### src/rtl/stopwatch_ctrl_if.sv
// Stopwatch controller bundle: raw buttons, counter datapath link and display/status outputs.
// The controller connects through the slave modport; the driving environment uses master.
interface stopwatch_ctrl_if;
    logic       btn_ss;
    logic       btn_lr;
    logic [9:0] cont_seg;
    logic [3:0] cont_dec;
    logic       cnt_en;
    logic       cnt_clr;
    logic [9:0] disp_seg;
    logic [3:0] disp_dec;
    logic [1:0] state;
    logic       lap_valid;
    logic [3:0] lap_num;

    modport master (
        output btn_ss, btn_lr, cont_seg, cont_dec,
        input  cnt_en, cnt_clr, disp_seg, disp_dec, state, lap_valid, lap_num
    );

    modport slave (
        input  btn_ss, btn_lr, cont_seg, cont_dec,
        output cnt_en, cnt_clr, disp_seg, disp_dec, state, lap_valid, lap_num
    );
endinterface

### src/rtl/stopwatch_ctrl.sv
// Stopwatch control: synchronises and debounces two buttons, runs the IDLE/RUN/LAP/STOP FSM,
// captures lap times and drives the registered display.
module stopwatch_ctrl #(
    parameter int unsigned DEBOUNCE = 4
) (
    input logic             clk,
    input logic             reset,
    stopwatch_ctrl_if.slave bus
);

    typedef enum logic [1:0] {
        StIdle = 2'b00,
        StRun  = 2'b01,
        StLap  = 2'b10,
        StStop = 2'b11
    } state_e;

    localparam logic [7:0] DbLast = 8'(DEBOUNCE - 1);

    // Bit 0 is start/stop, bit 1 is lap/reset.
    logic [1:0] raw;
    logic [1:0] sync1_q, sync2_q;
    logic [1:0] deb_q, deb_prev_q;
    logic [7:0] db_cnt_q [2];
    logic [1:0] press;
    logic       ss_ev, lr_ev;

    state_e     state_q, state_d;
    logic       capture, clear, cnt_en;
    logic       cnt_clr_q;
    logic       lap_valid_q, lap_valid_d;
    logic [3:0] lap_num_q, lap_num_d;
    logic [9:0] lap_seg_q, lap_seg_d;
    logic [3:0] lap_dec_q, lap_dec_d;
    logic [9:0] disp_seg_q, disp_seg_d;
    logic [3:0] disp_dec_q, disp_dec_d;

    assign raw   = {bus.btn_lr, bus.btn_ss};
    assign press = deb_q & ~deb_prev_q;
    assign ss_ev = press[0];
    // Start/stop wins a same-cycle collision; the lap/reset press is dropped.
    assign lr_ev = press[1] & ~press[0];

    always_ff @(posedge clk) begin
        if (reset) begin
            sync1_q    <= '0;
            sync2_q    <= '0;
            deb_q      <= '0;
            deb_prev_q <= '0;
            for (int i = 0; i < 2; i++) begin
                db_cnt_q[i] <= '0;
            end
        end else begin
            sync1_q    <= raw;
            sync2_q    <= sync1_q;
            deb_prev_q <= deb_q;
            for (int i = 0; i < 2; i++) begin
                if (sync2_q[i] == deb_q[i]) begin
                    db_cnt_q[i] <= '0;
                end else if (db_cnt_q[i] == DbLast) begin
                    deb_q[i]    <= sync2_q[i];
                    db_cnt_q[i] <= '0;
                end else begin
                    db_cnt_q[i] <= db_cnt_q[i] + 8'd1;
                end
            end
        end
    end

    always_ff @(posedge clk) begin
        if (reset) begin
            state_q <= StIdle;
        end else begin
            state_q <= state_d;
        end
    end

    always_comb begin
        state_d = state_q;
        unique case (state_q)
            StIdle: if (ss_ev) state_d = StRun;
            StRun: begin
                if (ss_ev) begin
                    state_d = StStop;
                end else if (lr_ev) begin
                    state_d = StLap;
                end
            end
            StLap: if (ss_ev) state_d = StStop;
            StStop: begin
                if (ss_ev) begin
                    state_d = StRun;
                end else if (lr_ev) begin
                    state_d = StIdle;
                end
            end
            default: state_d = StIdle;
        endcase
    end

    always_comb begin
        cnt_en      = (state_q == StRun) || (state_q == StLap);
        capture     = lr_ev && cnt_en;
        clear       = lr_ev && !cnt_en;
        lap_seg_d   = capture ? bus.cont_seg : lap_seg_q;
        lap_dec_d   = capture ? bus.cont_dec : lap_dec_q;
        lap_num_d   = lap_num_q;
        if (clear) begin
            lap_num_d = '0;
        end else if (capture && (lap_num_q != 4'd15)) begin
            lap_num_d = lap_num_q + 4'd1;
        end
        lap_valid_d = (state_d == StLap);
        // Display follows the state being entered so it flips in step with state.
        disp_seg_d  = lap_valid_d ? lap_seg_d : bus.cont_seg;
        disp_dec_d  = lap_valid_d ? lap_dec_d : bus.cont_dec;
    end

    always_ff @(posedge clk) begin
        if (reset) begin
            cnt_clr_q   <= 1'b0;
            lap_valid_q <= 1'b0;
            lap_num_q   <= '0;
            lap_seg_q   <= '0;
            lap_dec_q   <= '0;
            disp_seg_q  <= '0;
            disp_dec_q  <= '0;
        end else begin
            cnt_clr_q   <= clear;
            lap_valid_q <= lap_valid_d;
            lap_num_q   <= lap_num_d;
            lap_seg_q   <= lap_seg_d;
            lap_dec_q   <= lap_dec_d;
            disp_seg_q  <= disp_seg_d;
            disp_dec_q  <= disp_dec_d;
        end
    end

    assign bus.cnt_en    = cnt_en;
    assign bus.cnt_clr   = cnt_clr_q;
    assign bus.disp_seg  = disp_seg_q;
    assign bus.disp_dec  = disp_dec_q;
    assign bus.state     = state_q;
    assign bus.lap_valid = lap_valid_q;
    assign bus.lap_num   = lap_num_q;

endmodule

### src/flat_wrapper.sv
// flat-port wrapper written by rule: the top's interface ports become plain ports
module stopwatch_ctrl_flat 
#(
    parameter int unsigned DEBOUNCE = 4
)
  (clk, reset, bus_btn_ss, bus_btn_lr, bus_cont_seg, bus_cont_dec, bus_cnt_en, bus_cnt_clr, bus_disp_seg, bus_disp_dec, bus_state, bus_lap_valid, bus_lap_num);
  stopwatch_ctrl_if bus_i ();
  input logic clk;
  input logic reset;
  input wire logic [$bits(bus_i.btn_ss)-1:0] bus_btn_ss;
  input wire logic [$bits(bus_i.btn_lr)-1:0] bus_btn_lr;
  input wire logic [$bits(bus_i.cont_seg)-1:0] bus_cont_seg;
  input wire logic [$bits(bus_i.cont_dec)-1:0] bus_cont_dec;
  output wire logic [$bits(bus_i.cnt_en)-1:0] bus_cnt_en;
  output wire logic [$bits(bus_i.cnt_clr)-1:0] bus_cnt_clr;
  output wire logic [$bits(bus_i.disp_seg)-1:0] bus_disp_seg;
  output wire logic [$bits(bus_i.disp_dec)-1:0] bus_disp_dec;
  output wire logic [$bits(bus_i.state)-1:0] bus_state;
  output wire logic [$bits(bus_i.lap_valid)-1:0] bus_lap_valid;
  output wire logic [$bits(bus_i.lap_num)-1:0] bus_lap_num;
  assign bus_i.btn_ss = bus_btn_ss;
  assign bus_i.btn_lr = bus_btn_lr;
  assign bus_i.cont_seg = bus_cont_seg;
  assign bus_i.cont_dec = bus_cont_dec;
  assign bus_cnt_en = bus_i.cnt_en;
  assign bus_cnt_clr = bus_i.cnt_clr;
  assign bus_disp_seg = bus_i.disp_seg;
  assign bus_disp_dec = bus_i.disp_dec;
  assign bus_state = bus_i.state;
  assign bus_lap_valid = bus_i.lap_valid;
  assign bus_lap_num = bus_i.lap_num;
  stopwatch_ctrl #(.DEBOUNCE(DEBOUNCE)) u_core (.clk(clk), .reset(reset), .bus(bus_i));
endmodule
### config.mk
export PLATFORM = sky130hd
export DESIGN_NAME = stopwatch_ctrl_flat
export DESIGN_NICKNAME = d
export VERILOG_FILES = /design/src/rtl/stopwatch_ctrl_if.sv /design/src/rtl/stopwatch_ctrl.sv /design/src/flat_wrapper.sv
export SDC_FILE = /design/constraint.sdc
export NUM_CORES = 1
export LEC_CHECK = 0
export CAP_MARGIN = 25
export CORE_UTILIZATION = 39
export CTS_CLUSTER_DIAMETER = 200
export DETAILED_ROUTE_END_ITERATION = 12
export PLACE_DENSITY_LB_ADDON = 0.2
export SETUP_SLACK_MARGIN = 0.4
export SLEW_MARGIN = 10
export SYNTH_ARGS = -nofsm -noshare
export SYNTH_HDL_FRONTEND = slang
export SYNTH_SLANG_ARGS = --single-unit
### constraint.sdc
create_clock -name clk -period 1.8 [get_ports clk]
set_input_delay 0.36 -clock clk [delete_from_list [all_inputs] [get_ports clk]]
set_output_delay 0.36 -clock clk [all_outputs]
set_load 0.05 [all_outputs]
==> results by stage, run 1 <==
Outcome:
- The run finished with clean final reports.

Timing:
- Setup repair after global routing could not meet its margin everywhere.
- Between clock sinks in the finished design, the worst skew comes to 0.00984 ns.
- The highest clock rate is 573 MHz.
- The share of the clock period used by the worst path after layout is 0.969.
- The total count of max-transition violations in the final report is 0.
- The post-route minimum period is 1.75 ns.
- The final number of hold-violating endpoints came to 0.
- The final setup violation count is 0.

Worst setup path:
- In this design, the stage delay of the slowest critical-path cell is 0.39 ns.
- The worst setup path is captured at a flop.
- The number of cell instances on the worst register-to-register path is 7.
- The kind of cell adding the most delay to the critical path is compound AO/OA/AOI/OAI gates.
- The reg-to-reg startpoint is u_core.bus.state[0]$_SDFF_PP0_.
- The buffer and inverter count on the worst path is 2.
- The sort of element at the start of the critical path is a flop.
- The required time at the endpoint of the critical path is 2.02 ns.
- By startpoint and endpoint, the worst setup path is classified as reg -> reg.
- Setup slack on the worst reg-to-reg path comes out at 0.05 ns.
- For the worst setup path, the data arrival time is 1.97 ns.
- In this run the critical register-to-register path is captured at u_core.bus.disp_dec[0]$_SDFF_PP0_.
- The master of the slowest instance on the critical path is sky130_fd_sc_hd__dfxtp_4.
- The largest driver fanout on the critical path is 10.
- Walking the worst path, the cells encountered are inv_4 > ha_4 > a21boi_1 > a211o_2 > nor2_8 > buf_12 > mux2_4.

Route:
- The via total after detailed routing is 1935.
- The final antenna-violating net count is 0.
- For this block, the initial DRC count from the detailed router was 44.
- The detailed-route wire length per cell is 12.4 µm.
- The number of search-and-repair iterations in the first detailed-routing pass is 4.
- For this run, design rule violations remaining after detail routing come to 0.
- The routed design has 5090 µm of wire.
- Dividing the detail-routed via count by the number of cells gives 4.72.

Finish:
- Summing all non-filler instances in the final layout gives an area of 3750 µm².
- For this run, the share of the core covered by cells in the final layout is 0.588.
- The final-stage net count is 354.
- Of the cells placed in the final design, the portion with a size suffix greater than 1 is 0.423.
- The area growth from synthesis to final layout is 45.1%.
- The count of inserted antenna diode cells is 0.

Yosys:
- Of the total synthesized cell area, the portion taken by AND, OR, NAND and NOR gates is 0.223.
- Counting every instance in the synthesized netlist gives 247.
- The share of the synthesized area in the top cell type is 0.341.
- The synthesized area divided by synthesized cell count is 10.5 µm².
- The biggest area contributor in the post-synthesis netlist is sky130_fd_sc_hd__dfxtp_1.
- The adder-cell area share of the yosys netlist is 0.0387.
- Sorting the synthesized cells by area gives the leading types as sky130_fd_sc_hd__dfxtp_1, sky130_fd_sc_hd__edfxtp_1, sky130_fd_sc_hd__mux2_4.
- The portion of synthesized area spent on multiplexers is 0.0793.
- The share of the Yosys chip area taken by registers is 0.526.
- The post-synthesis share of cell area spent on xor and xnor gates is 0.0508.
- The mapped cell area is 2590 µm².
- The number of synthesized register bits is 60.
- By area, the combinational part of the netlist is dominated by simple AND/OR/NAND/NOR gates.
- The complex-gate fraction of the synthesized area is 0.0571.
- The count of warnings emitted by yosys is 0.
- Synthesis instantiated 35 different standard cells from the library.

Placed design:
- The placed instances occupy a cell area of 3230 µm².
- The congestion estimate from routability-driven global placement came to 0.734.
- The half-perimeter wire length after detailed placement is 3240 µm.
- Buffers placed on the I/O ports in this run total 40.

GRT:
- The wire length of the first global-routing pass is 8310 µm.
- Global routing finished with a remaining overflow of 0.
- The number of global-route vias before repair is 1900.
- The initial antenna violation count is 0.
- Entering global routing, the biggest net connects 30 pins.
- In the global route stage, overall resource usage came out at 0.152.

CTS:
- The number of buffers inserted for hold repair after clock tree synthesis is 0.
- The clock net in this run drives a total of 60 sinks.
- In this run the deepest clock path goes through 2 buffers.
- The number of clock buffers added by TritonCTS is 9.
- The H-tree was split into 3 levels.
- Clock-pin slew was measured on the worst setup and hold paths at 0.07 ns.
- The clock root buffer is sky130_fd_sc_hd__clkbuf_8.
- The later-pin clock latency in the skew report is 0.34 ns.
- The clock tree from TritonCTS is done.

Floorplanning:
- The starting density of the core is 0.405.
- From bottom edge to top edge, the die measures 83.4 µm.
- The horizontal die dimension is 83.4 µm.
- The core box area is 6390 µm².
- The boundary pin count is 41.
- The floorplan has 29 rows.
- The die covers 6960 µm².

Power:
- The power density over the cells is 765 nW/µm².
- Overall power consumption after layout is estimated at 0.00287 W.
- The maximum resistive drop on vdd is 0.419 mV.
- Summed over all cells, the static leakage comes to 1.44 nW.

Min path:
- The startpoint of the worst hold path is reset.
- The worst hold path stage count is 2.
- The min-delay analysis places its worst path in the category in -> reg.
- The worst hold path terminates at u_core.deb_q[1]$_SDFFE_PP0P_.

Run:
- The total of max-cap violations is 0.
layout by cell type (no fill, tap or decap), drive strengths merged, types with 3 or more instances in the layout:
master / count
nor2b: 21
nor3: 5
mux2: 14
nand3: 15
xor2: 10
clkbuf: 14
clkdlybuf4s50: 16
and3: 7
ha: 8
nor2: 22
dfxtp: 44
nand2: 35
inv: 3
buf: 44
a21oi: 19
conb: 16
xnor2: 5
edfxtp: 16
flip-flops by register name, indices dropped and copies added (netlist names):
signal	cells
u_core.bus.cnt_clr	1
u_core.sync1_q	2
u_core.sync2_q	2
u_core.db_cnt_q	16
u_core.deb_prev_q	2
u_core.deb_q	2
u_core.bus.disp_seg	10
u_core.lap_dec_q	4
u_core.bus.lap_num	4
u_core.lap_seg_q	10
u_core.bus.disp_dec	4
u_core.bus.state	2
u_core.bus.lap_valid	1
final cells by class:
class	count	area, µm²
Fill cell	568	2630
Timing Repair Buffer	63	579
Tap cell	77	96.3
Clock buffer	13	180
Sequential cell	60	1370
Inverter	2	12.5
Clock inverter	3	16.3
Multi-Input combinational cell	192	1500
where the power goes:
group	total, W	internal (W)	switching, W	leakage (nW)
clock	0.00118	0.000656	0.000524	0.105
sequential	0.00144	0.00142	0.0000234	0.526
combinational	0.000251	0.000117	0.000134	0.810
total	0.00287	0.00219	0.000681	1.44
Yosys cell counts:
cell                       count
sky130_fd_sc_hd__inv_1         2
sky130_fd_sc_hd__xnor2_1       5
sky130_fd_sc_hd__conb_1        1
sky130_fd_sc_hd__and3_1        7
sky130_fd_sc_hd__o32a_4        1
sky130_fd_sc_hd__nor4b_1       1
sky130_fd_sc_hd__dfxtp_1      44
sky130_fd_sc_hd__nand2b_2      1
sky130_fd_sc_hd__and4b_1       1
sky130_fd_sc_hd__ha_1          8
sky130_fd_sc_hd__xor2_1       10
sky130_fd_sc_hd__buf_4         1
sky130_fd_sc_hd__nor2_1       21
sky130_fd_sc_hd__nor3_1        5
sky130_fd_sc_hd__nand2_1      35
sky130_fd_sc_hd__buf_12        1
sky130_fd_sc_hd__nand3_1      15
sky130_fd_sc_hd__mux2i_1       1
sky130_fd_sc_hd__o21bai_1      1
sky130_fd_sc_hd__nor2_8        1
sky130_fd_sc_hd__nand3b_1      1
sky130_fd_sc_hd__a211o_2       1
sky130_fd_sc_hd__or3_1         1
sky130_fd_sc_hd__buf_2         2
sky130_fd_sc_hd__o21ai_0       1
sky130_fd_sc_hd__a21boi_0      1
sky130_fd_sc_hd__mux2_2        4
sky130_fd_sc_hd__edfxtp_1     16
sky130_fd_sc_hd__clkbuf_1      4
sky130_fd_sc_hd__and2b_1       1
sky130_fd_sc_hd__a21oi_1      19
sky130_fd_sc_hd__nor4_1        2
sky130_fd_sc_hd__and2b_4       1
sky130_fd_sc_hd__mux2_4       10
sky130_fd_sc_hd__nor2b_1      21
routing by layer:
layer  up-vias  wire length (µm)  global-route usage
met3        11               213              0.0497
met2        35              2450               0.247
met1       908              2350               0.184
li1        981                 -                   -
met5         -                 0                   0
met4         0                77              0.0647
through the flow:
step | worst slack [ns] | instances | TNS (ns) | hold WS (ns)
global placement | 0.0510 | 379 | 0 | 0.424
detailed placement | 0.0368 | 379 | 0 | 0.428
floorplan | -0.0333 | 262 | -0.333 | 0.414
CTS | 0.0506 | 405 | 0 | 0.322
finish | 0.0550 | 410 | 0 | 0.322
global route | -0.0139 | 410 | -0.0768 | 0.324
what timing repair did:
item	in CTS	in global routing
endpoints found under the setup margin	52	54
gates resized for setup	23	46
buffers inserted	10	5
pin swaps	4	49
worst max path at each step:
stage	from	cells after the start	slack, ns	endpoint
3_3_place_gp	u_core.bus.state[1]$_SDFF_PP0_	8	0.05	u_core.bus.disp_seg[0]$_SDFF_PP0_
5_1_grt	u_core.bus.state[0]$_SDFF_PP0_	7	-0.01	u_core.bus.disp_dec[3]$_SDFF_PP0_
3_5_place_dp	u_core.bus.state[0]$_SDFF_PP0_	7	0.04	u_core.bus.disp_seg[0]$_SDFF_PP0_
6_report	u_core.bus.state[0]$_SDFF_PP0_	7	0.05	u_core.bus.disp_dec[0]$_SDFF_PP0_
2_1_floorplan	u_core.bus.state[0]$_SDFF_PP0_	7	-0.03	u_core.bus.disp_dec[0]$_SDFF_PP0_
4_1_cts	u_core.bus.state[0]$_SDFF_PP0_	7	0.05	u_core.bus.disp_dec[1]$_SDFF_PP0_
cell families (layout without fill, tap and decap cells):
kind of cell / count (synthesis) / in the layout
fa+ha+maj: 8 / 8
mux: 15 / 15
buf+inv: 10 / 81
compound gates: 24 / 24
other cells: 1 / 16
flops: 60 / 60
xor+xnor: 15 / 15
simple gates: 114 / 114
(Power assumes the default switching activity.)
==> run 2: changes to the inputs <==
- SETUP_SLACK_MARGIN: 0.4 -> unset
==> run 2 against run 1 <==
  * The flow now finishes with violations (setup timing)
  * Largest cell class is now flip-flops and latches
  * Maximum frequency shrank 3.1%
  * Register-to-register slack lost 0.06 ns
  * Non-clock buffer count shrank 5
  * Sequential share of layout area increased by 2.3 points
  * Total power grew 4.2%
  * Critical path depth up 1
  * Worst setup slack got worse by 0.055 ns
  * Highest routed layer unchanged
  * Clock power rose by 13%
  * Via count shrank 4.2%
  * First-iteration DRC count rose by 23%
==> results by stage, run 2 (synthesis results as in run 1) <==
Outcome:
- Status: finished with violations (was complete, no violations).
- The final reports fail on setup timing.

GRT:
- The remaining global-route overflow is 0 (unchanged).
- The largest net degree at the start of global routing is 30 (unchanged).
- The wire length of the first global-routing pass is 7870 µm (was 8310 µm).
- The number of global-route vias before repair was 1789 (was 1900).
- The global-route total usage across every layer came to 0.141 (was 0.152).
- The initial antenna violation count came to 0 (unchanged).

Power:
- The static leakage is 1.41 nW (was 1.44 nW).
- The switching power total is 0.000644 W (was 0.000681 W).
- The power density over the cells is 846 nW/µm² (was 765 nW/µm²).
- The maximum resistive drop on vdd is 0.549 mV (was 0.419 mV).
- The switching part of the total is 0.215 (was 0.237).
- The final total power is 0.00299 W (was 0.00287 W).
- The relative contribution of combinational cells to total power is 0.074 (was 0.087).
- The clock network power share is 0.445 (was 0.411).
- The sequential group share of total power is 0.481 (was 0.502).
- The total internal power is 0.00235 W (was 0.00219 W).

Finish:
- The final-layout fill cell count is 583 (was 568).
- The final non-filler cell area came to 3540 µm² (was 3750 µm²).
- The share of cells above drive strength 1 is 0.256 (was 0.423).
- The area growth from synthesis to final layout is 36.8% (was 45.1%).
- The final-stage net count is 349 (was 354).
- The largest register by flop count is u_core.db_cnt_q (unchanged).
- Commonest non-fill, non-tap cells in the layout: sky130_fd_sc_hd__dfxtp_1, sky130_fd_sc_hd__nand2_1, sky130_fd_sc_hd__buf_4 (was sky130_fd_sc_hd__dfxtp_1, sky130_fd_sc_hd__buf_4, sky130_fd_sc_hd__nor2b_1).
- The count of inserted antenna diode cells was 0 (unchanged).
- The most common cell after layout, fill and taps aside is sky130_fd_sc_hd__dfxtp_1 (unchanged).
- The number of flip-flops under the largest register name is 16 (unchanged).
- The utilization after layout is 0.554 (was 0.588).

Worst setup path:
- The stage delay of the slowest cell on the critical path came to 0.41 ns (was 0.39 ns).
- The arrival time reported for the critical path endpoint was 2.01 ns (was 1.97 ns).
- The sort of element at the start of the critical path is a flop (unchanged).
- The required time at the endpoint of the critical path was 2.01 ns (was 2.02 ns).
- The master of the slowest instance on the critical path is sky130_fd_sc_hd__dfxtp_4 (unchanged).
- The critical path class is reg -> reg (unchanged).
- Sequence of cells on the critical path: inv_4 > ha_4 > nor2_2 > a21oi_2 > o32a_4 > nor2_8 > buf_12 > mux2_4 (was inv_4 > ha_4 > a21boi_1 > a211o_2 > nor2_8 > buf_12 > mux2_4).
- The capturing element type of the critical path was a flop (unchanged).
- The largest driver fanout on the critical path came to 10 (unchanged).

Floorplanning:
- The boundary pin count is 41 (unchanged).
- The overall die height came to 83.4 µm (unchanged).
- The horizontal die dimension is 83.4 µm (unchanged).
- The row count is 29 (unchanged).
- The total die area was 6960 µm² (unchanged).
- The starting density of the core is 0.405 (unchanged).
- The core box area is 6390 µm² (unchanged).

Placed design:
- The instance area after placement is 3200 µm² (was 3230 µm²).
- The half-perimeter wire length after detailed placement is 3190 µm (was 3240 µm).
- The quantity of I/O buffers inserted on ports is 40 (unchanged).
- The final RePlAce weighted congestion is 0.766 (was 0.734).

Route:
- The via total after detailed routing is 1853 (was 1935).
- The number of search-and-repair iterations in the first detailed-routing pass is 4 (unchanged).
- The violation count after the first detailed-route iteration is 54 (was 44).
- The overall routed net length is 4650 µm (was 5090 µm).
- The detailed-route wire length per cell came to 11.5 µm (was 12.4 µm).
- The final antenna-violating net count was 0 (unchanged).
- The number of vias per cell after detailed routing came to 4.58 (was 4.72).
- The DRC violations left is 0 (unchanged).

Timing:
- Unrepaired setup endpoints after global routing: yes (unchanged).
- The final setup violation count is 1 (was 0).
- The worst clock skew is 0.00309 ns (was 0.00984 ns).
- The final worst slack is -0.0000702 ns (was 0.0550 ns).
- The highest clock rate is 556 MHz (was 573 MHz).
- The final number of hold-violating endpoints is 0 (unchanged).
- The final hold slack is 0.439 ns (was 0.322 ns).
- The total negative slack is -0.0000702 ns (was 0 ns).
- The share of the clock period used by the worst path after layout is 1.00 (was 0.969).
- The post-route minimum period is 1.80 ns (was 1.75 ns).
- The total count of max-transition violations in the final report was 0 (unchanged).

CTS:
- The clock transition at the registers of the reported paths is 0.07 ns (about the same).
- The sink count of the clock tree came to 60 (unchanged).
- The later-pin clock latency in the skew report is 0.32 ns (was 0.34 ns).
- The CTS buffer count is 9 (unchanged).
- The clock tree from TritonCTS is done (unchanged).
- The clock root buffer is sky130_fd_sc_hd__clkbuf_8 (unchanged).
- The H-tree level count is 3 (unchanged).
- The deepest clock path buffer count is 2 (unchanged).

Min path:
- The worst min-delay path category is reg -> reg (was in -> reg).

Run:
- The total of max-cap violations is 0 (unchanged).
[run 2: worst paths after layout]
path / depth (start not counted) / slack, ns / endpoint / from
min: 1 / 0.44 / u_core.sync2_q[0]$_SDFF_PP0_ / u_core.sync1_q[0]$_SDFF_PP0_
max: 8 / -0.00007 / u_core.bus.disp_seg[7]$_SDFF_PP0_ / u_core.bus.state[1]$_SDFF_PP0_
max reg2reg: 8 / -0.00007 / u_core.bus.disp_seg[7]$_SDFF_PP0_ / u_core.bus.state[1]$_SDFF_PP0_
min reg2reg: 1 / 0.44 / u_core.sync2_q[0]$_SDFF_PP0_ / u_core.sync1_q[0]$_SDFF_PP0_
[run 2: layout make-up]
cell class                 instances  area, µm²  share of cell area
multi-input combinational        192       1300               0.367
clock buffer                      15        230              0.0651
sequential                        60       1370               0.387
timing repair buffer              58        524               0.148
clock inverter                     1       5.00             0.00141
tap                               77       96.3              0.0272
inverter                           2       15.0             0.00424
[run 2: layer usage]
layer  vias up  wire length [µm]  GRT usage
met4         0                72     0.0663
met5         -                 0          0
met1       840              2270      0.181
met3        10               186     0.0457
met2        30              2120      0.216
li1        973                 -          -
[run 2: critical path: cells and delay by family, from the launching register on]
family | cells | cell delay (ns)
buf+inv | 2 | 0.22
simple gates | 2 | 0.21
mux | 1 | 0.30
fa+ha+maj | 1 | 0.16
compound gates | 2 | 0.39
flops | 1 | 0.41
[run 2: power by group through the flow]
stage	clock network (W)	logic [W]	registers, W
floorplan	0	0.0000744	0.00152
global placement	0	0.000225	0.00147
detailed placement	0	0.000226	0.00147
CTS	0.00137	0.000224	0.00144
global route	0.00142	0.000241	0.00144
finish	0.00133	0.000223	0.00144
[run 2: per-stage QoR]
stage	setup WS, ns	cells
floorplan	-0.0333	262
global placement	0.0370	384
detailed placement	0.00313	384
CTS	0.00101	401
global route	-0.0558	405
finish	-0.0000702	405
[run 2: what timing repair did]
| action | CTS | global route |
|---|---|---|
| resized for setup | 6 | 12 |
| buffers inserted | 1 | 4 |
| setup endpoints to repair | 11 | 20 |
| pin swaps | 0 | 1 |
| hold buffers | 0 | 0 |
==> run 3: changes to the inputs <==
- CORE_UTILIZATION: 39 -> 48
==> run 3 against run 2 <==
  * The flow still finishes with violations (setup timing)
  * Die area is 18% lower
  * Hold slack improved by 0.0059 ns
  * Utilization rose by 12 points
  * Final cell count decreased by 3.0%
  * Total power down 6.1%
  * Register-to-register slack got worse by 0.02 ns
  * Critical endpoint is now u_core.bus.disp_seg[2]$_SDFF_PP0_
  * Largest power group unchanged
  * Highest routed layer unchanged
==> results by stage, run 3 (synthesis results as in run 1) <==
Finish:
- The most common cell after layout, fill and taps aside is sky130_fd_sc_hd__dfxtp_1 (unchanged).
- The final-stage net count came to 344 (was 349).
- The largest register by flop count is u_core.db_cnt_q (unchanged).
- The final non-filler cell area is 3450 µm² (was 3540 µm²).
- The share of cells above drive strength 1 was 0.238 (was 0.256).
- Commonest non-fill, non-tap cells in the layout: sky130_fd_sc_hd__dfxtp_1, sky130_fd_sc_hd__nand2_1, sky130_fd_sc_hd__buf_4 (unchanged).
- The utilization after layout came to 0.670 (was 0.554).
- The non-filler instance count after layout is 393 (was 405).
- The count of inserted antenna diode cells is 0 (unchanged).
- The area growth from synthesis to final layout is 33.2% (was 36.8%).
- The number of flip-flops under the largest register name is 16 (unchanged).

GRT:
- The remaining global-route overflow is 0 (unchanged).
- The wire length of the first global-routing pass is 7700 µm (was 7870 µm).
- The number of global-route vias before repair is 1742 (was 1789).
- The largest net degree at the start of global routing came to 26 (was 30).
- The initial antenna violation count was 0 (unchanged).
- The global-route total usage across every layer is 0.184 (was 0.141).

Route:
- The met3 wirelength from detailed routing came to 214 µm (was 186 µm).
- The uppermost signal routing layer after detailed routing is met4 (unchanged).
- The overall routed net length came to 4780 µm (was 4650 µm).
- The number of vias per cell after detailed routing is 4.69 (was 4.58).
- The detailed-route wire length per cell is 12.2 µm (was 11.5 µm).
- The via total after detailed routing is 1844 (was 1853).
- The final antenna-violating net count is 0 (unchanged).
- The wire length on met1 came to 2290 µm (was 2270 µm).
- The DRC violations left is 0 (unchanged).
- The violation count after the first detailed-route iteration came to 75 (was 54).
- The wire length on met2 is 2150 µm (was 2120 µm).
- The number of search-and-repair iterations in the first detailed-routing pass is 4 (unchanged).

Outcome:
- Violated checks: setup timing (unchanged).
- Status: finished with violations (unchanged).

CTS:
- The clock root buffer is sky130_fd_sc_hd__clkbuf_8 (unchanged).
- The clock tree from TritonCTS is done (unchanged).
- The later-pin clock latency in the skew report is 0.33 ns (was 0.32 ns).
- The H-tree level count was 3 (unchanged).
- The clock transition at the registers of the reported paths is 0.07 ns (about the same).
- The sink count of the clock tree is 60 (unchanged).
- The CTS buffer count is 9 (unchanged).
- The deepest clock path buffer count is 2 (unchanged).

Timing:
- The share of the clock period used by the worst path after layout came to 1.01 (was 1.00).
- The worst clock skew came to 0.00777 ns (was 0.00309 ns).
- The total count of max-transition violations in the final report is 0 (unchanged).
- The highest clock rate was 549 MHz (was 556 MHz).
- The final number of hold-violating endpoints was 0 (unchanged).
- The final worst slack is -0.0226 ns (was -0.0000702 ns).
- Unrepaired setup endpoints after global routing: yes (unchanged).
- The post-route minimum period was 1.82 ns (was 1.80 ns).
- The final setup violation count is 4 (was 1).

Floorplanning:
- The boundary pin count is 41 (unchanged).
- The core box area is 5140 µm² (was 6390 µm²).
- The overall die height is 75.4 µm (was 83.4 µm).
- The starting density of the core is 0.503 (was 0.405).
- The row count came to 26 (was 29).
- The total die area is 5690 µm² (was 6960 µm²).
- The horizontal die dimension is 75.4 µm (was 83.4 µm).

Placed design:
- The placement-stage worst setup slack is -0.00252 ns (was 0.00313 ns).
- The instance area after placement came to 3180 µm² (was 3200 µm²).
- The final RePlAce weighted congestion was 0.813 (was 0.766).
- The half-perimeter wire length after detailed placement was 3240 µm (was 3190 µm).
- The quantity of I/O buffers inserted on ports was 40 (unchanged).
- The instance count after placement with tap cells included was 374 (was 384).

Power:
- The power density over the cells is 815 nW/µm² (was 846 nW/µm²).
- The maximum resistive drop on vdd came to 0.532 mV (was 0.549 mV).
- The final total power came to 0.00281 W (was 0.00299 W).
- The static leakage was 1.37 nW (was 1.41 nW).

Worst setup path:
- The sort of element at the start of the critical path is a flop (unchanged).
- The largest driver fanout on the critical path came to 9 (was 10).
- The required time at the endpoint of the critical path is 2.02 ns (was 2.01 ns).
- The arrival time reported for the critical path endpoint is 2.04 ns (was 2.01 ns).
- The capturing element type of the critical path is a flop (unchanged).
- The critical path class is reg -> reg (unchanged).

Min path:
- The worst min-delay path category was reg -> reg (unchanged).

Run:
- The total of max-cap violations is 0 (unchanged).
==> run 3: critical path, stage by stage, from the launching register on <==
cell	delay (ns)
sky130_fd_sc_hd__dfxtp_4	0.40
sky130_fd_sc_hd__inv_4	0.06
sky130_fd_sc_hd__ha_4	0.16
sky130_fd_sc_hd__nor2_2	0.09
sky130_fd_sc_hd__a21oi_1	0.06
sky130_fd_sc_hd__o32a_4	0.35
sky130_fd_sc_hd__nor2_8	0.11
sky130_fd_sc_hd__buf_12	0.14
sky130_fd_sc_hd__mux2_2	0.33
==> run 3: per-stage QoR <==
stage           TNS, ns  hold WS (ns)
2_1_floorplan    -0.333         0.414
3_3_place_gp          0         0.431
3_5_place_dp   -0.00252         0.434
4_1_cts        -0.00917         0.449
5_1_grt          -0.843         0.468
6_report        -0.0834         0.445
==> run 3: report_power, final <==
| group | internal, W | leakage (nW) | switching, W |
|---|---|---|---|
| clock network | 0.000650 | 0.0997 | 0.000494 |
| logic | 0.000105 | 0.740 | 0.000119 |
| registers | 0.00142 | 0.526 | 0.0000229 |
| total | 0.00217 | 1.37 | 0.000636 |
==> run 3: path summary, 6_finish.rpt <==
path | start | endpoint | slack (ns) | depth (start not counted)
worst max-delay path | u_core.bus.state[1]$_SDFF_PP0_ | u_core.bus.disp_seg[2]$_SDFF_PP0_ | -0.02 | 8
worst min-delay path | u_core.sync1_q[0]$_SDFF_PP0_ | u_core.sync2_q[0]$_SDFF_PP0_ | 0.44 | 1
worst max register to register | u_core.bus.state[1]$_SDFF_PP0_ | u_core.bus.disp_seg[2]$_SDFF_PP0_ | -0.02 | 8
worst min register to register | u_core.sync1_q[0]$_SDFF_PP0_ | u_core.sync2_q[0]$_SDFF_PP0_ | 0.44 | 1
==> run 3: area by class of cell <==
| class | count | area (µm²) |
|---|---|---|
| Clock inverter | 1 | 5.00 |
| Fill cell | 417 | 1690 |
| Clock buffer | 15 | 186 |
| Timing Repair Buffer | 53 | 502 |
| Inverter | 2 | 12.5 |
| Multi-Input combinational cell | 192 | 1280 |
| Tap cell | 70 | 87.6 |
| Sequential cell | 60 | 1370 |
==> run 3: layer usage <==
layer | vias up | global-route usage
met5 | - | 0
met4 | 0 | 0.111
met3 | 10 | 0.0529
met2 | 40 | 0.283
met1 | 833 | 0.231
li1 | 961 | -
==> run 3: what timing repair did <==
| item | 4_1_cts | 5_1_grt |
|---|---|---|
| gates cloned | 0 | 0 |
| hold buffers | 0 | 0 |
| setup endpoints to repair | 8 | 18 |
| pin swaps | 0 | 1 |
| resized for setup | 3 | 11 |
| setup buffers | 1 | 2 |
